### config.mk
export PLATFORM = sky130hd
export DESIGN_NAME = led_flash_ctrl
export DESIGN_NICKNAME = d
export VERILOG_FILES = /design/src/rtl/led_flash_pkg.sv /design/src/rtl/led_flash_ctrl_tick_gen.sv /design/src/rtl/led_flash_ctrl.sv
export SDC_FILE = /design/constraint.sdc
export NUM_CORES = 1
export LEC_CHECK = 0
export ABC_AREA = 0
export CORE_MARGIN = 2
export CORE_UTILIZATION = 55
export CTS_BUF_LIST = sky130_fd_sc_hd__clkbuf_8
export DETAILED_ROUTE_END_ITERATION = 12
export PLACE_DENSITY = 0.79
export SLEW_MARGIN = 20
export SYNTH_ARGS = -nofsm -noshare
export SYNTH_HDL_FRONTEND = slang
export SYNTH_SLANG_ARGS = --single-unit
### constraint.sdc
create_clock -name i_clk -period 2.74 [get_ports i_clk]
set_input_delay 0.685 -clock i_clk [delete_from_list [all_inputs] [get_ports i_clk]]
set_output_delay 0.685 -clock i_clk [all_outputs]
set_load 0.01 [all_outputs]
### src/rtl/led_flash_pkg.sv
// ---------------------------------------------------------------------------
// led_flash_pkg
// Shared definitions for the LED-flash sequencer:
//   state_t          - sequencer state encoding (2 bits)
//   CLK_DIV_DEFAULT  - prescaler divide ratio for the real board clock
//   CLK_DIV_SIM      - short divide ratio for simulation
// ---------------------------------------------------------------------------
package led_flash_pkg;

  typedef enum logic [1:0] {
    IDLE  = 2'd0,
    COUNT = 2'd1,
    FLASH = 2'd2,
    DONE  = 2'd3
  } state_t;

  localparam int CLK_DIV_DEFAULT = 50000;
  localparam int CLK_DIV_SIM     = 4;

endpackage

### src/rtl/led_flash_ctrl_tick_gen.sv
// ---------------------------------------------------------------------------
// tick_gen
// Prescaler that produces a one-cycle enable every CLK_DIV clocks while
// enabled. A clear restarts the count so the next tick lands exactly
// CLK_DIV cycles later; while disabled the count is frozen.
// Ports:
//   i_clk   - system clock
//   i_reset - asynchronous active-high reset
//   i_en    - advance the prescaler this cycle
//   i_clr   - restart the prescaler at 0 (wins over i_en)
//   o_tick  - high in the enabled cycle where the prescaler is at CLK_DIV-1
// ---------------------------------------------------------------------------
module tick_gen
  import led_flash_pkg::*;
#(
  parameter int CLK_DIV = CLK_DIV_DEFAULT
) (
  input  logic i_clk,
  input  logic i_reset,
  input  logic i_en,
  input  logic i_clr,
  output logic o_tick
);

  localparam int PW = $clog2(CLK_DIV);
  localparam logic [PW-1:0] LAST = PW'(CLK_DIV - 1);

  logic [PW-1:0] cnt_q;
  logic [PW-1:0] cnt_d;

  assign o_tick = i_en && (cnt_q == LAST);

  always_comb begin
    cnt_d = cnt_q;
    if (i_clr) begin
      cnt_d = '0;
    end else if (i_en) begin
      cnt_d = o_tick ? '0 : cnt_q + PW'(1);
    end
  end

  always_ff @(posedge i_clk or posedge i_reset) begin
    if (i_reset) begin
      cnt_q <= '0;
    end else begin
      cnt_q <= cnt_d;
    end
  end

endmodule

### src/rtl/led_flash_ctrl.sv
// ---------------------------------------------------------------------------
// led_flash_ctrl
// Sequencer for the LED-flashing datapath. On an accepted start it counts
// 0..limit (one step per tick), then flashes all LEDs flash_num times
// (on/off pairs), then pulses o_done for one cycle and returns to IDLE.
// Optional build macro: LED_FLASH_GRAY_EN - when defined, o_count and the
// COUNT-state LED pattern carry the Gray code of the internal binary counter.
// Ports:
//   i_clk, i_reset  - clock, asynchronous active-high reset
//   i_start         - one-cycle start pulse, accepted only in IDLE
//   i_stop          - level, aborts a run back to IDLE
//   i_pause         - level, freezes prescaler, counter and state
//   i_limit         - terminal count, sampled on an accepted start
//   i_flash_num     - number of flash pairs, sampled on an accepted start
//   o_count         - current counter value
//   o_led           - LED drive
//   o_busy          - high in COUNT and FLASH
//   o_done          - one-cycle pulse at run completion
// All outputs are registered.
// ---------------------------------------------------------------------------
module led_flash_ctrl
  import led_flash_pkg::*;
#(
  parameter int CLK_DIV = CLK_DIV_DEFAULT,
  parameter int CNT_W   = 4,
  parameter int LED_W   = 8,
  parameter int FLASH_W = 4
) (
  input  logic               i_clk,
  input  logic               i_reset,
  input  logic               i_start,
  input  logic               i_stop,
  input  logic               i_pause,
  input  logic [CNT_W-1:0]   i_limit,
  input  logic [FLASH_W-1:0] i_flash_num,
  output logic [CNT_W-1:0]   o_count,
  output logic [LED_W-1:0]   o_led,
  output logic               o_busy,
  output logic               o_done
);

  state_t state_q, state_d;

  logic [CNT_W-1:0]   cnt_q, cnt_d;
  logic [CNT_W-1:0]   limit_q, limit_d;
  logic [FLASH_W-1:0] flash_num_q, flash_num_d;
  logic [FLASH_W-1:0] pair_q, pair_d;
  logic               phase_q, phase_d;

  logic [CNT_W-1:0]   count_q, count_d;
  logic [LED_W-1:0]   led_q, led_d;
  logic               busy_q, busy_d;
  logic               done_q, done_d;

  logic               running;
  logic               start_ok;
  logic               at_limit;
  logic               last_pair;
  logic               tick;
  logic               tick_en;
  logic               tick_clr;
  logic [CNT_W-1:0]   disp_d;

  assign running   = (state_q == COUNT) || (state_q == FLASH);
  assign start_ok  = (state_q == IDLE) && i_start && !i_stop;
  assign at_limit  = (cnt_q == limit_q);
  // A pair completes on the 1->0 phase toggle; compare one bit wider so
  // pair+1 cannot wrap.
  assign last_pair = phase_q &&
                     ((FLASH_W+1)'(pair_q) + (FLASH_W+1)'(1) == (FLASH_W+1)'(flash_num_q));

  // Stop outranks pause, and pause outranks tick, so neither may advance
  // the prescaler. Any state change restarts it.
  assign tick_en  = running && !i_pause && !i_stop;
  assign tick_clr = (state_d != state_q);

  tick_gen #(
    .CLK_DIV (CLK_DIV)
  ) u_tick_gen (
    .i_clk   (i_clk),
    .i_reset (i_reset),
    .i_en    (tick_en),
    .i_clr   (tick_clr),
    .o_tick  (tick)
  );

  // State register
  always_ff @(posedge i_clk or posedge i_reset) begin
    if (i_reset) begin
      state_q <= IDLE;
    end else begin
      state_q <= state_d;
    end
  end

  // Next-state logic; tick is already gated off by pause and stop
  always_comb begin
    state_d = state_q;
    case (state_q)
      IDLE: begin
        if (start_ok) state_d = COUNT;
      end
      COUNT: begin
        if (i_stop) begin
          state_d = IDLE;
        end else if (tick && at_limit) begin
          state_d = (flash_num_q != '0) ? FLASH : DONE;
        end
      end
      FLASH: begin
        if (i_stop) begin
          state_d = IDLE;
        end else if (tick && last_pair) begin
          state_d = DONE;
        end
      end
      DONE: begin
        state_d = IDLE;
      end
      default: begin
        state_d = IDLE;
      end
    endcase
  end

  // Datapath: counter, latched run parameters, flash phase and pair count
  always_comb begin
    cnt_d       = cnt_q;
    limit_d     = limit_q;
    flash_num_d = flash_num_q;
    phase_d     = phase_q;
    pair_d      = pair_q;
    if (start_ok) begin
      limit_d     = i_limit;
      flash_num_d = i_flash_num;
      cnt_d       = '0;
      phase_d     = 1'b0;
      pair_d      = '0;
    end else if ((state_q != IDLE) && i_stop) begin
      cnt_d   = '0;
      phase_d = 1'b0;
      pair_d  = '0;
    end else if (tick) begin
      if ((state_q == COUNT) && !at_limit) begin
        cnt_d = cnt_q + CNT_W'(1);
      end
      if (state_q == FLASH) begin
        phase_d = ~phase_q;
        if (phase_q) pair_d = pair_q + FLASH_W'(1);
      end
    end
  end

`ifdef LED_FLASH_GRAY_EN
  assign disp_d = cnt_d ^ (cnt_d >> 1);
`else
  assign disp_d = cnt_d;
`endif

  // Output logic, computed from next-state values so the registered
  // outputs line up with the state they describe
  always_comb begin
    count_d = disp_d;
    busy_d  = (state_d == COUNT) || (state_d == FLASH);
    done_d  = (state_d == DONE);
    led_d   = '0;
    case (state_d)
      COUNT:   led_d = LED_W'(disp_d);
      FLASH:   led_d = {LED_W{phase_d}};
      default: led_d = '0;
    endcase
  end

  // Datapath and output registers
  always_ff @(posedge i_clk or posedge i_reset) begin
    if (i_reset) begin
      cnt_q       <= '0;
      limit_q     <= '0;
      flash_num_q <= '0;
      phase_q     <= 1'b0;
      pair_q      <= '0;
      count_q     <= '0;
      led_q       <= '0;
      busy_q      <= 1'b0;
      done_q      <= 1'b0;
    end else begin
      cnt_q       <= cnt_d;
      limit_q     <= limit_d;
      flash_num_q <= flash_num_d;
      phase_q     <= phase_d;
      pair_q      <= pair_d;
      count_q     <= count_d;
      led_q       <= led_d;
      busy_q      <= busy_d;
      done_q      <= done_d;
    end
  end

  assign o_count = count_q;
  assign o_led   = led_q;
  assign o_busy  = busy_q;
  assign o_done  = done_q;

endmodule
==> results of run 1 <==
==> worst max-delay path, stage by stage <==
cell             delay (ns)
clkdlybuf4s50_1        0.47
nor3b_2                0.26
and4_1                 0.25
and3_1                 0.15
o21ai_0                0.11
o31ai_1                0.23
ha_1                   0.29
nor3b_2                0.21
o21ai_2                0.11
o21ai_1                0.10
==> logic make-up after synthesis <==
kind of cell    count (synthesis)  share of synthesized area [%]
flops                          42                           45.1
xor+xnor                       28                           10.5
buf+inv                        18                           3.49
compound gates                 27                           8.21
fa+ha+maj                       9                           4.83
mux                            10                           4.72
simple gates                   98                           23.2
==> flip-flops by register name (all words and copies together), names as in the netlist <==
| name | count |
|---|---|
| u_tick_gen.cnt_q | 16 |
| o_led | 5 |
| flash_num_q | 4 |
| limit_q | 4 |
| o_count | 4 |
| pair_q | 4 |
| state_q | 2 |
| o_busy | 1 |
| o_done | 1 |
| phase_q | 1 |
==> per-stage QoR <==
stage | hold slack [ns] | std cells | setup WS [ns]
after detailed placement | 0.524 | 320 | -0.302
after CTS | 0.541 | 326 | 0.00443
after global placement | 0.515 | 320 | -0.226
after global routing | 0.558 | 328 | -0.0503
after floorplan | 0.500 | 232 | 0.232
final | 0.543 | 328 | 0.0923
==> per-layer routing <==
| metal | wire [µm] | share of wire, % |
|---|---|---|
| met5 | 0 | 0 |
| met4 | 61 | 1.3 |
| met3 | 172 | 3.5 |
| met2 | 2290 | 47 |
| met1 | 2330 | 48 |
==> what timing repair did <==
| item | in CTS | in global routing |
|---|---|---|
| gates resized for setup | 0 | 6 |
| buffers inserted | 0 | 2 |
| setup endpoints to repair | 0 | 7 |
==> path summary, 6_finish.rpt <==
| check | from | to | slack, ns |
|---|---|---|---|
| worst min-delay path | limit_q[1] | limit_q[1] | 0.54 |
| worst min register to register | limit_q[1] | limit_q[1] | 0.54 |
| worst max register to register | state_q[0] | o_led[1] | 0.18 |
| worst max-delay path | i_pause | o_led[1] | 0.09 |
| min in group asynchronous | i_reset | o_led[0] | 0.82 |
| max in group asynchronous | i_reset | state_q[0] | 1.52 |
==> placed cells by master (no fill, tap or decap), types with 2 or more instances in the layout <==
| cell type | instances |
|---|---|
| xnor2_1 | 17 |
| mux2_2 | 8 |
| o21ai_0 | 8 |
| nor2b_1 | 3 |
| and2_1 | 3 |
| nand3_1 | 8 |
| inv_1 | 11 |
| nor3b_1 | 7 |
| dfrtp_1 | 41 |
| and4bb_2 | 2 |
| mux2i_1 | 2 |
| nor4_1 | 6 |
| nor3_1 | 5 |
| clkdlybuf4s50_1 | 26 |
| nor2_1 | 27 |
| and4_1 | 3 |
| nand4_1 | 7 |
| nand2_1 | 14 |
| xor2_1 | 11 |
| and3_1 | 3 |
| o21ai_1 | 5 |
| o31a_1 | 2 |
| a211o_1 | 2 |
| nor3b_2 | 2 |
| nand3b_1 | 2 |
| buf_4 | 21 |
| ha_1 | 9 |
| clkbuf_8 | 6 |
==> final cells by class <==
| type | instances | area, µm² | share of cell area (%) |
|---|---|---|---|
| multi-input cells | 172 | 1220 | 42.4 |
| flip-flops and latches | 42 | 1050 | 36.6 |
| repair buffers | 47 | 418 | 14.5 |
| clock buffers | 6 | 82.6 | 2.87 |
| well taps | 50 | 62.6 | 2.18 |
| inverters | 11 | 41.3 | 1.44 |
==> report_power, final <==
part           leakage [nW]  internal (mW)  switching, mW
combinational         0.661         0.0927         0.0904
clock                0.0431          0.194          0.201
sequential            0.566          0.653         0.0284
total                  1.27          0.940          0.320
==> results.md, run 1 <==
- Inserted Clock Buffers: 5
- Clock Sinks: 42
- WL/cell: 14.8 µm
- # H-tree levels: 2
- Crit-path max FO: 5
- # DRC: 0
- Outcome: completed
- Final hold vios: 0
- Cell taking the most area after synthesis: dfrtp_1
- Setup TNS: 0 ns
- Diodes inserted: 0
- Worst EP arrival: 2.87 ns
- Initial antenna violation count: 0
- Die area: 4780 µm²
- Synth top cells by count: dfrtp_1 (42), nor2_1 (27), xnor2_1 (17)
- Max cap viols: 0
- Most used standard cell by instance count after synthesis: dfrtp_1
- Synth top area share: 45.1%
- Cts hold-fix bufs: 0
- Met3 usage: 5.26%
- Met1 Use GR: 33.0%
- Largest net degree at the start of global routing: 43
- Clock Root Buffer: clkbuf_8
- Most Crowded Layer GR: met1
- Slew headroom: 57.2%
- Worst vdd ir: 0.363 mV
- Final period utilization: 96.6%
- Syn_area_per_cell: 10.1 µm²
- CTS tree: built
- Area growth, synth to finish: 23.3%
- Routed WL: 4.85 mm
- Main synth FF type: dfrtp_1
- CTS max path bufs: 2
- Tot GR Track Use: 22.3%
- Avg Vias per Cell: 5.68
- Fillers: 319
- Post-synth net total: 254
- Minimum clock period: 2.65 ns
- Syn. warnings: 0
- Routed Antenna Nets: 0
- Clk pin slew, worst setup/hold paths: 0.07 ns
- I/O pins: 27
- Grt total ovfl: 0
- Ratio of cells with drive above 1 in the final layout: 16.2%
- Pwr dens: 438 nW/µm²
- Pwr Total: 1.26 mW
- Vias in the first global route: 1841
- Core Area: 4030 µm²
- CP Capture Type: register
- Dpl cell area: 2760 µm²
- Crit Path Category: primary input to register
- Gate Count Post-Synth: 232
- EDFF count, synth: 0
- Max-slew violations: 0
- Post-Route Utilization: 71.4%
- # rows: 23
- Ranking of synthesized cells by area: dfrtp_1 (45%), xnor2_1 (6.4%), ha_1 (4.8%)
- Pleak: 1.27 nW
- Unique cell type count in the Yosys netlist: 41
- Worst Hold Depth: 1
- Final Net Count: 301
- DR iter-0 viols: 129
- Hold WC Path Type: register to register
- IO Port Bufs: 26
- First-pass GRT wire length: 8.62 mm
- Mapped cell area: 2330 µm²
- DP HPWL: 3.50 mm
- Fin Clk Skew: 0.00681 ns
- Synth Register Bits: 42
- Required @ worst endpoint: 2.96 ns
- RD Place Congestion: 0.874
- M2 GR Usage: 32.3%
- Clock latency on the worst-skew pair: 0.29 ns
- TritonRoute pass-1 iters: 4
- Die W: 69.1 µm
- Cells on worst reg2reg path: 11
- Slew of the pin with the lowest slew margin: 0.640 ns
- Design area: 2880 µm²
- Initial Util: 57.9%
- Setup violations, final: 0
- Startpoint Class: primary input
- Synth async-reset ratio: 100%
- Upper clock frequency limit: 378 MHz
- Routed via count: 1864
- Register area share after synthesis: 45.1%
- Die Ht: 69.1 µm
(Power assumes the default switching activity.)
==> run 2, diff against run 1 <==
--- a/config.mk
+++ b/config.mk
@@ -6,6 +6,7 @@
 export NUM_CORES = 1
 export LEC_CHECK = 0
 export ABC_AREA = 0
+export CAP_MARGIN = 0
 export CORE_MARGIN = 2
 export CORE_UTILIZATION = 55
 export CTS_BUF_LIST = sky130_fd_sc_hd__clkbuf_8
==> results of run 2 <==
The final DEF is identical to that of run 1; final timing and power are the same.
==> run 3, diff against run 2 <==
--- a/config.mk
+++ b/config.mk
@@ -8,10 +8,10 @@
 export ABC_AREA = 0
 export CAP_MARGIN = 0
 export CORE_MARGIN = 2
-export CORE_UTILIZATION = 55
+export CORE_UTILIZATION = 58
 export CTS_BUF_LIST = sky130_fd_sc_hd__clkbuf_8
 export DETAILED_ROUTE_END_ITERATION = 12
-export PLACE_DENSITY = 0.79
+export PLACE_DENSITY = 0.82
 export SLEW_MARGIN = 20
 export SYNTH_ARGS = -nofsm -noshare
 export SYNTH_HDL_FRONTEND = slang
==> constraint.sdc (replaced) <==
create_clock -name i_clk -period 2.5 [get_ports i_clk]
set_input_delay 0.625 -clock i_clk [delete_from_list [all_inputs] [get_ports i_clk]]
set_output_delay 0.625 -clock i_clk [all_outputs]
set_load 0.01 [all_outputs]
==> run 3 against run 2 <==
Effect of this change: the run now ends with negative setup slack left; first-iteration DRC count up 38%; register-to-register slack worse by 0.25 ns; routed wire length up 13%; final area is 6.2% higher; critical path depth grew 1; via count rose by 5.3%; cell count rose by 5.5%; sequential power is 9.5% higher; non-clock buffer count increased by 16; worst hold slack lost 0.0028 ns; critical endpoint unchanged.
==> results.md, run 3 (same netlist as run 1, synthesis figures left out) <==
- Initial antenna violation count: 0
- CP max stage cell: dfrtp_1
- CTS tree: built
- Hold WC Path Type: register to register
- Clock latency on the worst-skew pair: 0.30 ns
- Commonest non-fill, non-tap cell in the layout: dfrtp_1
- Largest net degree at the start of global routing: 43
- DP HPWL: 3.77 mm
- Pwr dens: 467 nW/µm²
- Diodes inserted: 0
- Routed WL: 5.48 mm
- Commonest non-fill, non-tap cells in the layout: dfrtp_1 (42), buf_4 (37), nor2_1 (26)
- Top reg by flops: u_tick_gen.cnt_q
- Max-slew violations: 0
- Final Net Count: 317
- Outcome: finished, violations left
- WL/cell: 15.8 µm
- Setup violations, final: 5
- Tot GR Track Use: 26.2%
- Dpl cell area: 2880 µm²
- Slew of the pin with the lowest slew margin: 0.740 ns
- CP Capture Type: register
- Routed via count: 1962
- CP Cell Sequence: inv_2 > ha_4 > nor3b_4 > and4_4 > and3_4 > o21ai_2 > o31ai_2 > ha_1 > nor3b_2 > o21ai_2 > o21ai_1
- Final period utilization: 103%
- Largest register FFs: 16
- Required @ worst endpoint: 2.72 ns
- Routed Antenna Nets: 0
- Pleak: 1.37 nW
- # rows: 23
- Clk pin slew, worst setup/hold paths: 0.07 ns
- Avg Vias per Cell: 5.67
- I/O pins: 27
- DR iter-0 viols: 178
- Grt total ovfl: 0
- Initial Util: 59.2%
- Startpoint Class: register
- CP Buf/Inv Count: 1
- Clock Sinks: 42
- CP max stage delay: 0.37 ns
- Die area: 4540 µm²
- Fin Clk Skew: 0.00429 ns
- Core Area: 3940 µm²
- Vias in the first global route: 1890
- RSZ-0062 raised after global routing: yes
- Design area: 3050 µm²
- Final hold vios: 0
- Die Ht: 67.4 µm
- Die W: 67.4 µm
- Worst vdd ir: 0.453 mV
- Max cap viols: 0
- Family with the most delay on the worst path: simple AND/OR/NAND/NOR gates
- Final WS setup: -0.0668 ns
- Clock Root Buffer: clkbuf_8
- Crit Path Category: register to register
- Area growth, synth to finish: 30.9%
- # H-tree levels: 2
- TritonRoute pass-1 iters: 4
- Inserted Clock Buffers: 5
- Failing checks: negative setup slack
- First-pass GRT wire length: 8.64 mm
- Worst EP arrival: 2.78 ns
- Crit-path max FO: 5
- RD Place Congestion: 0.901
- Worst hold slack: 0.540 ns
- IO Port Bufs: 26
- # DRC: 0
- Most used cell, CP: o21ai_2
- Ratio of cells with drive above 1 in the final layout: 25.0%
- CTS max path bufs: 2
- Minimum clock period: 2.57 ns
- Cts hold-fix bufs: 0
- Upper clock frequency limit: 390 MHz
- Slew headroom: 50.0%
-- run 3: cell count changes in the layout (fill, tap and decap cells not counted), moves of 2 or more --
cell	previous run	this run
nand2_1	14	12
dlygate4sd2_1	0	2
clkdlybuf4s50_1	26	24
buf_4	21	37
nand2_2	0	2
o21ai_0	8	6
ha_1	9	7
o21ai_2	1	4
inv_2	0	2
-- run 3: layout make-up --
cell class | instances | area, µm²
timing repair buffer | 63 | 536
sequential | 42 | 1050
inverter | 11 | 41.3
multi-input combinational | 172 | 1270
tap | 50 | 62.6
fill | 252 | 890
clock inverter | 2 | 8.76
clock buffer | 6 | 82.6
-- run 3: power breakdown --
part / internal, mW / total (mW) / leakage (nW) / switching (mW)
sequential: 0.716 / 0.747 / 0.568 / 0.0309
combinational: 0.122 / 0.237 / 0.752 / 0.115
clock: 0.219 / 0.442 / 0.0524 / 0.224
-- run 3: repair_timing --
action,4_1_cts,5_1_grt
setup buffers,2,0
endpoints found under the setup margin,5,5
resized for setup,10,12
endpoints found under the hold margin,0,0
pin swaps,8,8
-- run 3: metrics by stage --
stage               util [%]  worst slack, ns  setup TNS (ns)  cells  total power [mW]
finish                  77.4          -0.0668          -0.182    346              1.43
global route            77.4           -0.183          -0.805    346              1.48
CTS                     76.5           0.0120               0    346              1.42
detailed placement      73.1           -0.457           -3.28    336             0.981
global placement        73.1           -0.364           -2.50    336             0.971
floorplan                  -           0.0926               0    232             0.881
-- run 3: worst paths after layout --
check / from / end / cells after the start / slack, ns
setup / recovery: state_q[1] / o_led[1] / 11 / -0.07
min in group asynchronous: i_reset / o_led[0] / 3 / 0.76
setup reg to reg: state_q[1] / o_led[1] / 11 / -0.07
hold / removal: limit_q[0] / limit_q[0] / 1 / 0.54
hold reg to reg: limit_q[0] / limit_q[0] / 1 / 0.54
max in group asynchronous: i_reset / u_tick_gen.cnt_q[5] / 3 / 1.39
-- run 3: routing by layer --
layer / GRT usage (%) / part of all wire (%) / vias to the layer above / wire length, µm
li1: - / - / 945 / -
met1: 35.6 / 45 / 949 / 2450
met2: 40.5 / 49 / 54 / 2680
met3: 6.50 / 4.0 / 14 / 218
met4: 10.5 / 2.6 / 0 / 142
met5: 0 / 0 / - / 0
-- run 3: worst register-to-register path: cells and delay by family (launching register included) --
family | cells | cell delay [ns]
buf+inv | 1 | 0.06
simple gates | 4 | 0.92
flops | 1 | 0.37
fa+ha+maj | 2 | 0.58
compound gates | 4 | 0.57
